File: src/rtl/serial_add_ctrl_pkg.sv
// Shared definitions for the bit-serial add/subtract controller:
// controller state encoding and the default operand width.
package serial_add_ctrl_pkg;

    // Default operand/result width in bits (must be at least 2).
    localparam int DEFAULT_WIDTH = 8;

    // Controller states. The spare code 2'd3 is never entered normally
    // and falls back to IDLE if it ever appears.
    typedef enum logic [1:0] {
        ST_IDLE  = 2'd0,
        ST_SHIFT = 2'd1,
        ST_DONE  = 2'd2
    } state_t;

endpackage

File: src/rtl/adder.sv
// Single-bit full-adder cell. It is time-shared by the serial controller,
// which presents one bit pair per cycle.
module adder (
    input  logic A,
    input  logic B,
    input  logic Cin,
    output logic Sum,
    output logic Cout
);

    assign Sum  = A ^ B ^ Cin;
    assign Cout = (A & B) | (Cin & (A ^ B));

endmodule

File: src/rtl/serial_add_ctrl.sv
// Bit-serial add/subtract controller. One full-adder cell is reused for
// WIDTH cycles, LSB first. The controller owns the operand and result
// shift registers, the carry flop, the bit counter and the
// start/busy/done handshake.
module serial_add_ctrl
    import serial_add_ctrl_pkg::*;
#(
    parameter  int WIDTH = DEFAULT_WIDTH,
    localparam int CNT_W = $clog2(WIDTH)
) (
    input  logic             clk,
    input  logic             rst,
    input  logic             start,
    input  logic             sub,
    input  logic [WIDTH-1:0] a,
    input  logic [WIDTH-1:0] b,
    input  logic             cin,
    output logic             busy,
    output logic             done,
    output logic [WIDTH-1:0] sum,
    output logic             cout,
    output logic             ovf
);

    // Controller state and registered handshake outputs.
    state_t             r_state;
    state_t             w_state_next;
    logic               r_busy;
    logic               r_done;

    // Serial datapath.
    logic [WIDTH-1:0]   r_a_sr;
    logic [WIDTH-1:0]   r_b_sr;
    // Holds the result bits produced so far. Only WIDTH-1 bits are needed:
    // the last bit comes straight from the cell on the final edge.
    logic [WIDTH-2:0]   r_s_sr;
    logic               r_carry;
    logic [CNT_W-1:0]   r_cnt;

    // Published result, held between completions.
    logic [WIDTH-1:0]   r_sum;
    logic               r_cout;
    logic               r_ovf;

    // Full-adder cell outputs and derived control.
    logic               w_sum;
    logic               w_cout;
    logic               w_accept;
    logic               w_last;
    logic [WIDTH-1:0]   w_s_cat;

    adder adder0 (
        .A    (r_a_sr[0]),
        .B    (r_b_sr[0]),
        .Cin  (r_carry),
        .Sum  (w_sum),
        .Cout (w_cout)
    );

    // Newest result bit joins at the top; on the last bit this is the
    // complete result with bit 0 (produced first) at the bottom.
    assign w_s_cat = {w_sum, r_s_sr};

    // The final bit is being processed on this edge.
    assign w_last = (r_state == ST_SHIFT) && (r_cnt == CNT_W'(WIDTH - 1));

    // Next-state logic and start acceptance (IDLE or DONE only).
    always_comb begin
        w_state_next = r_state;
        w_accept     = 1'b0;
        case (r_state)
            ST_IDLE: begin
                if (start) begin
                    w_accept     = 1'b1;
                    w_state_next = ST_SHIFT;
                end
            end
            ST_SHIFT: begin
                if (w_last) begin
                    w_state_next = ST_DONE;
                end
            end
            ST_DONE: begin
                if (start) begin
                    w_accept     = 1'b1;
                    w_state_next = ST_SHIFT;
                end else begin
                    w_state_next = ST_IDLE;
                end
            end
            default: begin
                w_state_next = ST_IDLE;
            end
        endcase
    end

    // State register; busy/done are registered copies of the next state
    // so they line up exactly with SHIFT and DONE.
    always_ff @(posedge clk or posedge rst) begin
        if (rst) begin
            r_state <= ST_IDLE;
            r_busy  <= 1'b0;
            r_done  <= 1'b0;
        end else begin
            r_state <= w_state_next;
            r_busy  <= (w_state_next == ST_SHIFT);
            r_done  <= (w_state_next == ST_DONE);
        end
    end

    // Operand load, per-bit shifting and result publication.
    always_ff @(posedge clk or posedge rst) begin
        if (rst) begin
            r_a_sr  <= '0;
            r_b_sr  <= '0;
            r_s_sr  <= '0;
            r_carry <= 1'b0;
            r_cnt   <= '0;
            r_sum   <= '0;
            r_cout  <= 1'b0;
            r_ovf   <= 1'b0;
        end else if (w_accept) begin
            // Subtraction is A + ~B + 1; the add-mode carry-in is ignored.
            r_a_sr  <= a;
            r_b_sr  <= sub ? ~b : b;
            r_carry <= sub ? 1'b1 : cin;
            r_cnt   <= '0;
        end else if (r_state == ST_SHIFT) begin
            r_a_sr  <= r_a_sr >> 1;
            r_b_sr  <= r_b_sr >> 1;
            r_s_sr  <= w_s_cat[WIDTH-1:1];
            r_carry <= w_cout;
            r_cnt   <= r_cnt + 1'b1;
            if (w_last) begin
                // r_carry is the carry into the MSB at this point, so the
                // signed overflow is that carry XOR the carry out.
                r_sum  <= w_s_cat;
                r_cout <= w_cout;
                r_ovf  <= r_carry ^ w_cout;
            end
        end
    end

    assign busy = r_busy;
    assign done = r_done;
    assign sum  = r_sum;
    assign cout = r_cout;
    assign ovf  = r_ovf;

endmodule
File: config.mk
export PLATFORM = sky130hd
export DESIGN_NAME = serial_add_ctrl
export DESIGN_NICKNAME = d
export VERILOG_FILES = /design/src/rtl/serial_add_ctrl_pkg.sv /design/src/rtl/adder.sv /design/src/rtl/serial_add_ctrl.sv
export SDC_FILE = /design/constraint.sdc
export NUM_CORES = 1
export LEC_CHECK = 0
export CAP_MARGIN = 20
export CORE_UTILIZATION = 35
export DETAILED_ROUTE_END_ITERATION = 8
export PLACE_DENSITY_LB_ADDON = 0.15
export SLEW_MARGIN = 0
export SYNTH_ARGS = -nofsm -noshare
export SYNTH_HDL_FRONTEND = slang
export SYNTH_HIERARCHICAL = 1
export SYNTH_SLANG_ARGS = --single-unit
File: constraint.sdc
create_clock -name clk -period 2.3 [get_ports clk]
set_clock_uncertainty 0.2 [all_clocks]
set_input_delay 0.345 -clock clk [delete_from_list [all_inputs] [get_ports clk]]
set_output_delay 0.345 -clock clk [all_outputs]
set_load 0.1 [all_outputs]
======== Word level (Yosys, flattened, before mapping) ========
Index checks and enable logic that the tools add are counted.
Widths: inputs -> output; s select.
word-level totals
  bits in registers ....................... 41
  latch bits .............................. 0
  bits in writable memories ............... 0
  bits in read-only memories .............. 0
  memories kept ........................... 0
operators by class
  add/sub/neg operators ................... 1
  $mul .................................... 0
  div/mod/pow operators ................... 0
  $lt $le $gt $ge ......................... 0
  equality and inequality tests ........... 5
  shift-type cells ........................ 0
  mux-type cells .......................... 16
  bitwise operators ....................... 8
  reductions and logical operators ........ 6
operators by type and width
  operator             number
  $mux 8               5
  $not 8->8            1
  $mux 1               6
  $mux 3               2
  $pmux 2 s3           1
  $eq 2x1->1 const B   2
  $eq 2x2->1 const B   2
  $mux 2               2
  $add 3x1->3 const B  1
  $eq 3x3->1 const B   1
  $reduce_and 3->1     1
  $xor 1x1->1          3
  $and 1x1->1          2
  $logic_not 2->1      1
  $reduce_and 2->1     1
  $reduce_bool 2->1    1
  $reduce_or 2->1      1
  $logic_and 1x1->1    1
  $not 1->1            1
  $or 1x1->1           1

======== Depth between registers and ports, before layout ========
Gate-level depths: netlist of the first run.
  word-level depth ........................ 5
  gate-level depth with buffers ........... 6
  gate-level depth less buffers ........... 5

======== Hierarchy ========
The synthesis of the first run kept the hierarchy.
modules (own cells, without submodules)
  module           times used  cells each  area an instance (um^2)  seq. area each (um^2)
  serial_add_ctrl  1           126         1,720.4                  1,026.0
  adder            1           1           20.0                     0.0

======== Least setup slack after synthesis of the first run ========
OpenSTA, ideal clock, no wires.
  path kind ............................... flip-flop to flip-flop
  start point ............................. register r_cnt[0]
  end point ............................... register r_cout (netlist: cout)
  library setup time ...................... 0.126 ns
  arrival ................................. 1.440 ns
  path slack .............................. 0.534 ns
  stages on the path, launching flop included .. 6
  path buffers ............................ 1
  cells stage by stage .................... dfrtp_1 -> ha_1 -> ha_1 -> nand3b_1 -> buf_2 -> mux2_2
between the ends
  longest elaborated chain between the ends .. 3
ends and longest elaborated chain
  what                               line                    text
  start, declared                    serial_add_ctrl.sv:38   logic [CNT_W-1:0] r_cnt;
  start signal, assigned             serial_add_ctrl.sv:133  r_cnt <= r_cnt + 1'b1;
  $eq 3x3->1                         serial_add_ctrl.sv:65   assign w_last = (r_state == ST_SHIFT) && (r_cnt == CNT_W'(WIDTH - 1));
  $logic_and 1x1->1                  serial_add_ctrl.sv:65
  $reduce_and 3->1 (no source line)  -
  end signal, assigned               serial_add_ctrl.sv:138  r_cout <= w_cout;
  end, declared                      serial_add_ctrl.sv:42   logic r_cout;
No other way between the ends.
A chain may end at the register's enable or synchronous reset.

======== Worst setup path after layout of the first run ========
  start point ............................. register r_cnt[0]
  end point ............................... register r_sum[1] (netlist: sum[1])
between the ends
  longest elaborated chain between the ends .. 3
ends and longest elaborated chain
  what                               line                    text
  $eq 3x3->1                         serial_add_ctrl.sv:65
  $logic_and 1x1->1                  serial_add_ctrl.sv:65
  $reduce_and 3->1 (no source line)  -
  end signal, assigned               serial_add_ctrl.sv:137  r_sum <= w_s_cat;
  end, declared                      serial_add_ctrl.sv:41   logic [WIDTH-1:0] r_sum;
No other way between the ends.

==> flow_metrics.py, run 1 <==
metrics = {
    "clock_tree": {
        "clk_pin_slew_worst_paths_ns": 0.07,
        "root_buffer": "clkbuf_8",
        "numCtsBuffers": 5,
        "clk_path_buf_depth": 2,
        "htree_levels": 2,
        "cts_sinks": 41,
        "cts_resized": 0,
        "ctsHoldBuffers": 0,
        "clk_latency_ns": 0.28,
        "cts_tree": "done",
        "post_cts_buffers": 0,
    },
    "critical_path": {
        "rr_worst_depth": 4,
        "crit_top_cell": "ha_1",
        "critical_path.slowest_cell": "nand3b_1",
        "crit_chain": "ha_1, ha_1, nand3b_1, mux2_2",
        "cp.required_ns": 2.26,
        "path_class": "reg -> reg",
        "crit_start": "r_cnt[0]$_DFFE_PP0P_",
        "end_kind": "flop",
        "max_stage_delay_ns": 0.47,
        "r2r_start": "r_cnt[0]$_DFFE_PP0P_",
        "start_kind": "flop",
        "path_max_fanout": 13,
        "cp.arrival_ns": 1.96,
    },
    "sta": {
        "setup_ws_ns": 0.297,
        "finalHoldViolCount": 0,
        "tightest_slew_ns": 0.808,
        "fmax_mhz": 499,
        "fin_crit_sh_pct": 87.1,
        "setup_violations": 0,
        "min_period_ns": 2.00,
        "maxSlewViolCount": 0,
        "slew_headroom_pct": 46.1,
        "setup-tns-final_ns": 0,
        "grt_setup_unrepaired": "false",
    },
    "finish": {
        "layout_common_cells": "41 x dfrtp_1, 20 x clkdlybuf4s50_1, 17 x mux2_2",
        "antennaDiodeCount": 0,
        "area_delta_synth_final_pct": 24.6,
        "fin_util_pct": 45.6,
        "fin_nets": 185,
        "layout-drive-gt1-share_pct": 25.5,
        "mostFrequentLayoutCell": "dfrtp_1",
    },
    "drt": {
        "wirelength_um": 2950,
        "dr.pass1.iters": 4,
        "wl_per_cell_um": 12.9,
        "drt-initial-drc-count": 22,
        "viasPerCell": 4.72,
        "dr_total_vias": 1076,
        "antenna_left": 0,
        "route.detailed.drc": 0,
    },
    "yosys": {
        "synth_cells": 127,
        "synth_top_area_share_pct": 59.0,
        "synth_ff_type": "dfrtp_1",
        "synth-seq-cells": 41,
        "synth_edf_count": 0,
        "synth_top_cell_by_area": "dfrtp_1",
        "yosys-top-cells-area": "dfrtp_1 59%, mux2_2 11%, a22o_1 5.5%",
        "avgSynthCellArea_um2": 13.7,
        "seq_area_frac_synth_pct": 59.0,
        "synth_cell_type_count": 21,
        "synthArstFlopShare_pct": 100,
        "synth_nets": 151,
        "yosysWarnings": 6,
        "synth_area_um2": 1740,
    },
    "placement": {
        "dp_hpwl_um": 2030,
        "io_buffers": 32,
        "place.gp.congestion": 0.709,
        "dp_slack_ns": 0.201,
    },
    "floorplan": {
        "start_util_pct": 36.6,
        "die_h_um": 72.5,
        "core_um2": 4750,
        "die_w_um": 72.5,
        "die_area_um2": 5260,
        "rows": 25,
        "boundaryPins": 33,
    },
    "outcome": {
        "status": "completed",
    },
    "global_routing": {
        "overflow": 0,
        "grt_max_degree": 42,
        "grt_usage_pct": 12.9,
        "grt_pass1_wl_um": 5130,
        "antenna_found_initial": 0,
        "grt_pass1_vias": 1084,
    },
    "min_path": {
        "hold_path.startpoint": "r_a_sr[6]$_DFFE_PP0P_",
        "hp-class": "reg -> reg",
        "holdPathStages": 1,
    },
    "run": {
        "cap_violations": 0,
    },
}
[cells in the mapped netlist (2+ instances only)]
library cell	count
a21o_1	7
a221o_1	8
a22o_1	11
buf_2	5
buf_6	3
dfrtp_1	41
ha_1	2
inv_1	4
mux2_2	17
nor2_1	9
o21ai_0	3
xnor2_1	8
[stage by stage]
| stage | hold WS [ns] | area [um2] | std cells |
|---|---|---|---|
| 3_3_place_gp | 0.265 | 2080 | 221 |
| 2_1_floorplan | 0.250 | 1740 | 127 |
| 4_1_cts | 0.285 | 2170 | 228 |
| 6_report | 0.283 | 2170 | 228 |
| 5_1_grt | 0.305 | 2170 | 228 |
| 3_5_place_dp | 0.268 | 2080 | 221 |
[final cells by class]
type / count / area (um2)
inverters: 4 / 15.0
fillers: 461 / 2590
repair buffers: 36 / 320
flip-flops and latches: 41 / 1030
well taps: 67 / 83.8
clock buffers: 7 / 86.3
multi-input cells: 73 / 637
[final timing paths]
check | end | slack [ns]
min reg2reg | r_a_sr[6]$_DFFE_PP0P_ | 0.28
max | sum[1]$_DFFE_PP0P_ | 0.30
max reg2reg | sum[1]$_DFFE_PP0P_ | 0.30
min in group asynchronous | r_s_sr[0]$_DFFE_PP0P_ | 0.30
max in group asynchronous | r_b_sr[1]$_DFFE_PP0P_ | 1.26
min | r_a_sr[6]$_DFFE_PP0P_ | 0.28
[per-layer routing]
| metal | GRT usage, % | wire length [um] | vias up |
|---|---|---|---|
| li1 | - | - | 516 |
| met1 | 16.8 | 1400 | 534 |
| met2 | 20.6 | 1410 | 22 |
| met3 | 3.33 | 99 | 4 |
| met4 | 5.23 | 37 | 0 |
| met5 | 0 | 0 | - |
[critical path, delay by kind of cell (launching register included)]
family                     cells  cell delay [ns]
DFF                            1             0.39
and+or+nand+nor                1             0.47
adders and majority gates      2             0.42
muxes                          1             0.40
[state kept, by name (all words and copies together) (netlist names), 2 cells and up]
name / cells
r_s_sr: 7
r_a_sr: 8
sum: 8
r_cnt: 3
r_state: 2
r_b_sr: 8
[kinds of logic after synthesis]
family / share of synthesized area, %
compound gates: 14.0
buf+inv: 4.46
fa+ha+maj: 2.59
xor+xnor: 4.53
flops: 59.0
simple gates: 4.46
mux: 11.0
Power of run 1 is not shown: default switching activity piles up to over one toggle a cycle in this logic, so the estimate is an artifact.
==> run 2, diff against run 1 <==
Settings changed: CELL_PAD_IN_SITES_DETAIL_PLACEMENT from default to 1, CELL_PAD_IN_SITES_GLOBAL_PLACEMENT from default to 1.
==> flow_metrics.py, run 2 (synthesis gave the netlist of run 1 again) <==
metrics = {
    "floorplan": {
        "die_area_um2": 5260,
        "die_h_um": 72.5,
        "die_w_um": 72.5,
        "start_util_pct": 36.6,
        "boundaryPins": 33,
        "core_um2": 4750,
        "rows": 25,
    },
    "critical_path": {
        "critical_path.slowest_cell": "nor2_2",
        "end_kind": "flop",
        "crit_start": "start",
        "path_class": "in -> reg",
        "max_stage_delay_ns": 0.60,
        "cp.required_ns": 2.33,
        "r2r_start": "r_state[0]$_DFF_PP0_",
        "cp_top_family": "simple AND/OR/NAND/NOR gates",
        "rrSetupSlack_ns": 0.53,
        "critPathBufInv": 1,
        "crit_chain": "clkdlybuf4s50_1, nor2b_1, nor2_2, mux2_2",
        "path_max_fanout": 20,
        "cp.arrival_ns": 1.80,
        "start_kind": "input port",
    },
    "drt": {
        "dr_total_vias": 1089,
        "route.detailed.drc": 0,
        "dr.pass1.iters": 4,
        "drt-initial-drc-count": 28,
        "antenna_left": 0,
        "viasPerCell": 4.78,
        "wl_per_cell_um": 13.8,
        "wirelength_um": 3140,
    },
    "global_routing": {
        "overflow": 0,
        "grt_pass1_vias": 1153,
        "grt_max_degree": 42,
        "grt_pass1_wl_um": 5570,
        "grt_usage_pct": 14.2,
        "antenna_found_initial": 0,
    },
    "clock_tree": {
        "cts_resized": 0,
        "post_cts_buffers": 0,
        "clk_latency_ns": 0.29,
        "cts_sinks": 41,
        "root_buffer": "clkbuf_8",
        "clk_path_buf_depth": 2,
        "cts_tree": "done",
        "ctsHoldBuffers": 0,
        "clk_pin_slew_worst_paths_ns": 0.07,
        "numCtsBuffers": 5,
        "htree_levels": 2,
    },
    "pwr": {
        "ir_drop_mv": 0.520,
        "power_density_nw_per_um2": 1630,
        "p_leak_nw": 1.02,
    },
    "sta": {
        "maxSlewViolCount": 0,
        "fmax_mhz": 563,
        "min_period_ns": 1.78,
        "holdWs_ns": 0.281,
        "fin_crit_sh_pct": 77.2,
        "setup_ws_ns": 0.524,
        "grt_setup_unrepaired": "false",
        "tightest_slew_ns": 0.785,
        "finalHoldViolCount": 0,
        "slew_headroom_pct": 47.6,
        "setup-tns-final_ns": 0,
        "setup_violations": 0,
    },
    "finish": {
        "stdcell_area_um2": 2170,
        "n_fill_cell": 528,
        "layout_common_cells": "41 x dfrtp_1, 20 x clkdlybuf4s50_1, 17 x mux2_2",
        "mostFrequentLayoutCell": "dfrtp_1",
        "fin_nets": 185,
        "area_delta_synth_final_pct": 24.6,
        "antennaDiodeCount": 0,
        "layout-drive-gt1-share_pct": 25.5,
    },
    "placement": {
        "io_buffers": 32,
        "dp_slack_ns": 0.177,
        "place.gp.congestion": 0.693,
        "dp_hpwl_um": 2120,
        "placed_area_um2": 2080,
    },
    "run": {
        "cap_violations": 0,
    },
    "outcome": {
        "status": "completed",
    },
    "min_path": {
        "hp-class": "in -> async",
    },
}
[run 2: area by class of cell]
type / instances / area [um2] / share of cell area [%]
timing repair buffer: 36 / 320 / 14.8
multi-input combinational: 73 / 637 / 29.4
inverter: 4 / 15.0 / 0.692
tap: 67 / 83.8 / 3.87
sequential: 41 / 1030 / 47.3
clock buffer: 7 / 86.3 / 3.98
[run 2: metal layers]
metal  wire (um)  global-route usage, %  vias up
met2        1560                   22.2       19
met1        1430                   18.3      550
met5           0                      0        -
met3          94                   4.72        6
met4          48                   5.45        0
li1            -                      -      514
[run 2: path summary, 6_finish.rpt]
path,endpoint,cells after the start
worst max-delay path,r_cnt[0]$_DFFE_PP0P_,4
min in group clk,r_a_sr[5]$_DFFE_PP0P_,1
max in group asynchronous,r_s_sr[5]$_DFFE_PP0P_,3
worst min register to register,r_a_sr[5]$_DFFE_PP0P_,1
worst max register to register,r_cnt[0]$_DFFE_PP0P_,3
worst min-delay path,sum[1]$_DFFE_PP0P_,3
[run 2: per-stage QoR]
| step | util [%] | instances | total power [mW] |
|---|---|---|---|
| 6_report | 45.6 | 228 | 3.52 |
| 5_1_grt | 45.6 | 228 | 3.77 |
| 4_1_cts | 45.6 | 228 | 3.58 |
| 3_5_place_dp | 43.8 | 221 | 3.10 |
| 3_3_place_gp | 43.8 | 221 | 3.06 |
| 2_1_floorplan | - | 127 | 2.76 |
[run 2: report_power, final]
part	switching (mW)	total, mW	internal [mW]
sequential	0.194	1.26	1.06
combinational	1.14	1.80	0.658
clock	0.228	0.466	0.238
total	1.57	3.52	1.96
[run 2: worst register-to-register path: stages, from the launching register on]
cell     delay, ns
dfrtp_1       0.41
nor2b_4       0.18
nor2_2        0.63
mux2_2        0.29
No activity file was read; power rests on OpenSTA's default activity.
==> run 3, diff against run 2 <==
Clock period 2.3 ns to 1.7 ns, I/O delays scaled along.
==> flow_metrics.py, run 3 (synthesis gave the netlist of run 1 again) <==
metrics = {
    "outcome": {
        "status": "completed",
    },
    "global_routing": {
        "grt_max_degree": 42,
        "grt_pass1_wl_um": 5800,
        "antenna_found_initial": 0,
        "grt_usage_pct": 14.7,
        "overflow": 0,
        "grt_pass1_vias": 1235,
    },
    "sta": {
        "maxSlewViolCount": 0,
        "grt_setup_unrepaired": "true",
        "setup_ws_ns": 0.0109,
        "slew_headroom_pct": 69.3,
        "fin_crit_sh_pct": 99.4,
        "finalHoldViolCount": 0,
        "fmax_mhz": 592,
        "tightest_slew_ns": 0.459,
        "min_period_ns": 1.69,
        "setup_violations": 0,
    },
    "pwr": {
        "netSwitchingPower_mw": 2.27,
        "intPower_mw": 3.09,
        "power_frac_comb_pct": 53.7,
        "p_leak_nw": 1.11,
        "ir_drop_mv": 0.848,
        "clkPwrFrac_pct": 12.9,
        "netSwitchingFraction_pct": 42.4,
        "power_mw": 5.37,
        "seqPwrFrac_pct": 33.4,
        "power_density_nw_per_um2": 2230,
    },
    "critical_path": {
        "end_kind": "flop",
        "path_max_fanout": 13,
        "path_class": "reg -> reg",
        "cp.required_ns": 1.68,
        "start_kind": "flop",
        "cp.arrival_ns": 1.67,
    },
    "finish": {
        "final-seq-area_um2": 1030,
        "n_fill_cell": 479,
        "layout-drive-gt1-share_pct": 29.1,
        "fin_util_pct": 50.5,
        "fin_nets": 188,
        "area_delta_synth_final_pct": 38.0,
        "mostFrequentLayoutCell": "dfrtp_1",
        "antennaDiodeCount": 0,
        "multi_input_area_um2": 657,
        "layout_common_cells": "41 x dfrtp_1, 20 x clkdlybuf4s50_1, 17 x mux2_2",
    },
    "placement": {
        "dp_slack_ns": -0.308,
        "place.gp.congestion": 0.739,
        "dp_hpwl_um": 2290,
        "io_buffers": 32,
    },
    "drt": {
        "dr.pass1.iters": 4,
        "antenna_left": 0,
        "route.detailed.drc": 0,
        "dr_total_vias": 1113,
        "wirelength_um": 3260,
        "drt-initial-drc-count": 22,
        "viasPerCell": 4.80,
        "wl_per_cell_um": 14.1,
    },
    "clock_tree": {
        "root_buffer": "clkbuf_8",
        "htree_levels": 2,
        "clk_pin_slew_worst_paths_ns": 0.08,
        "clk_path_buf_depth": 2,
        "ctsHoldBuffers": 0,
        "cts_tree": "done",
        "numCtsBuffers": 5,
        "clk_latency_ns": 0.29,
        "post_cts_buffers": 0,
        "cts_sinks": 41,
    },
    "floorplan": {
        "boundaryPins": 33,
        "start_util_pct": 36.6,
        "rows": 25,
        "die_w_um": 72.5,
        "die_h_um": 72.5,
        "die_area_um2": 5260,
        "core_um2": 4750,
    },
    "min_path": {
        "hp-class": "in -> async",
    },
    "run": {
        "cap_violations": 0,
    },
}
==> run 3: changes by cell type in the layout (fill, tap and decap cells not counted), sizes merged <==
cell,change
buf,+3
clkinv,+1
==> run 3: worst paths after layout <==
path	endpoint	cells after the start	slack, ns	start
setup / recovery	sum[4]$_DFFE_PP0P_	5	0.01	r_cnt[0]$_DFFE_PP0P_
hold / removal	r_s_sr[6]$_DFFE_PP0P_	3	0.12	rst
setup reg to reg	sum[4]$_DFFE_PP0P_	5	0.01	r_cnt[0]$_DFFE_PP0P_
hold reg to reg	r_a_sr[1]$_DFFE_PP0P_	1	0.28	r_a_sr[1]$_DFFE_PP0P_
max in group asynchronous	r_a_sr[6]$_DFFE_PP0P_	3	0.99	rst
min in group clk	r_a_sr[1]$_DFFE_PP0P_	1	0.28	r_a_sr[1]$_DFFE_PP0P_
==> run 3: layout make-up <==
cell class	count	share of cell area [%]
sequential	41	42.7
inverter	4	0.625
tap	67	3.49
clock buffer	7	4.01
clock inverter	1	0.208
multi-input combinational	73	27.4
timing repair buffer	39	21.6
==> run 3: repair_timing <==
| action | CTS | global route |
|---|---|---|
| hold endpoints to repair | 0 | 0 |
| resized for setup | 3 | 0 |
| gates cloned | 0 | 0 |
| endpoints found under the setup margin | 19 | 9 |
==> run 3: power groups by stage <==
stage	registers (mW)	logic, mW	clock network [mW]
after global placement	1.78	2.80	0
after CTS	1.80	2.91	0.726
after global routing	1.85	3.05	0.758
after detailed placement	1.81	2.87	0
final	1.79	2.88	0.694
after floorplan	2.61	1.14	0
==> run 3: through the flow <==
step                hold WS, ns  cell area (um2)  std cells  setup TNS [ns]
floorplan                 0.195             1750        127               0
global placement          0.260             2280        224           -4.42
detailed placement        0.273             2280        224           -5.41
CTS                       0.114             2400        232               0
global route              0.127             2400        232          -0.300
finish                    0.116             2400        232               0
==> run 3: metal layers <==
layer,wire length (um),GRT usage [%],vias up
met2,1670,24.6,22
li1,-,-,521
met5,0,0,-
met1,1400,17.8,564
met3,126,4.17,6
met4,66,6.54,0
==> run 3: worst max-delay path: stages (launching register included) <==
cell and delay [ns]:
dfrtp_1 0.40, ha_2 0.20, ha_4 0.16, nand3b_1 0.13
buf_12 0.15, mux2_2 0.34
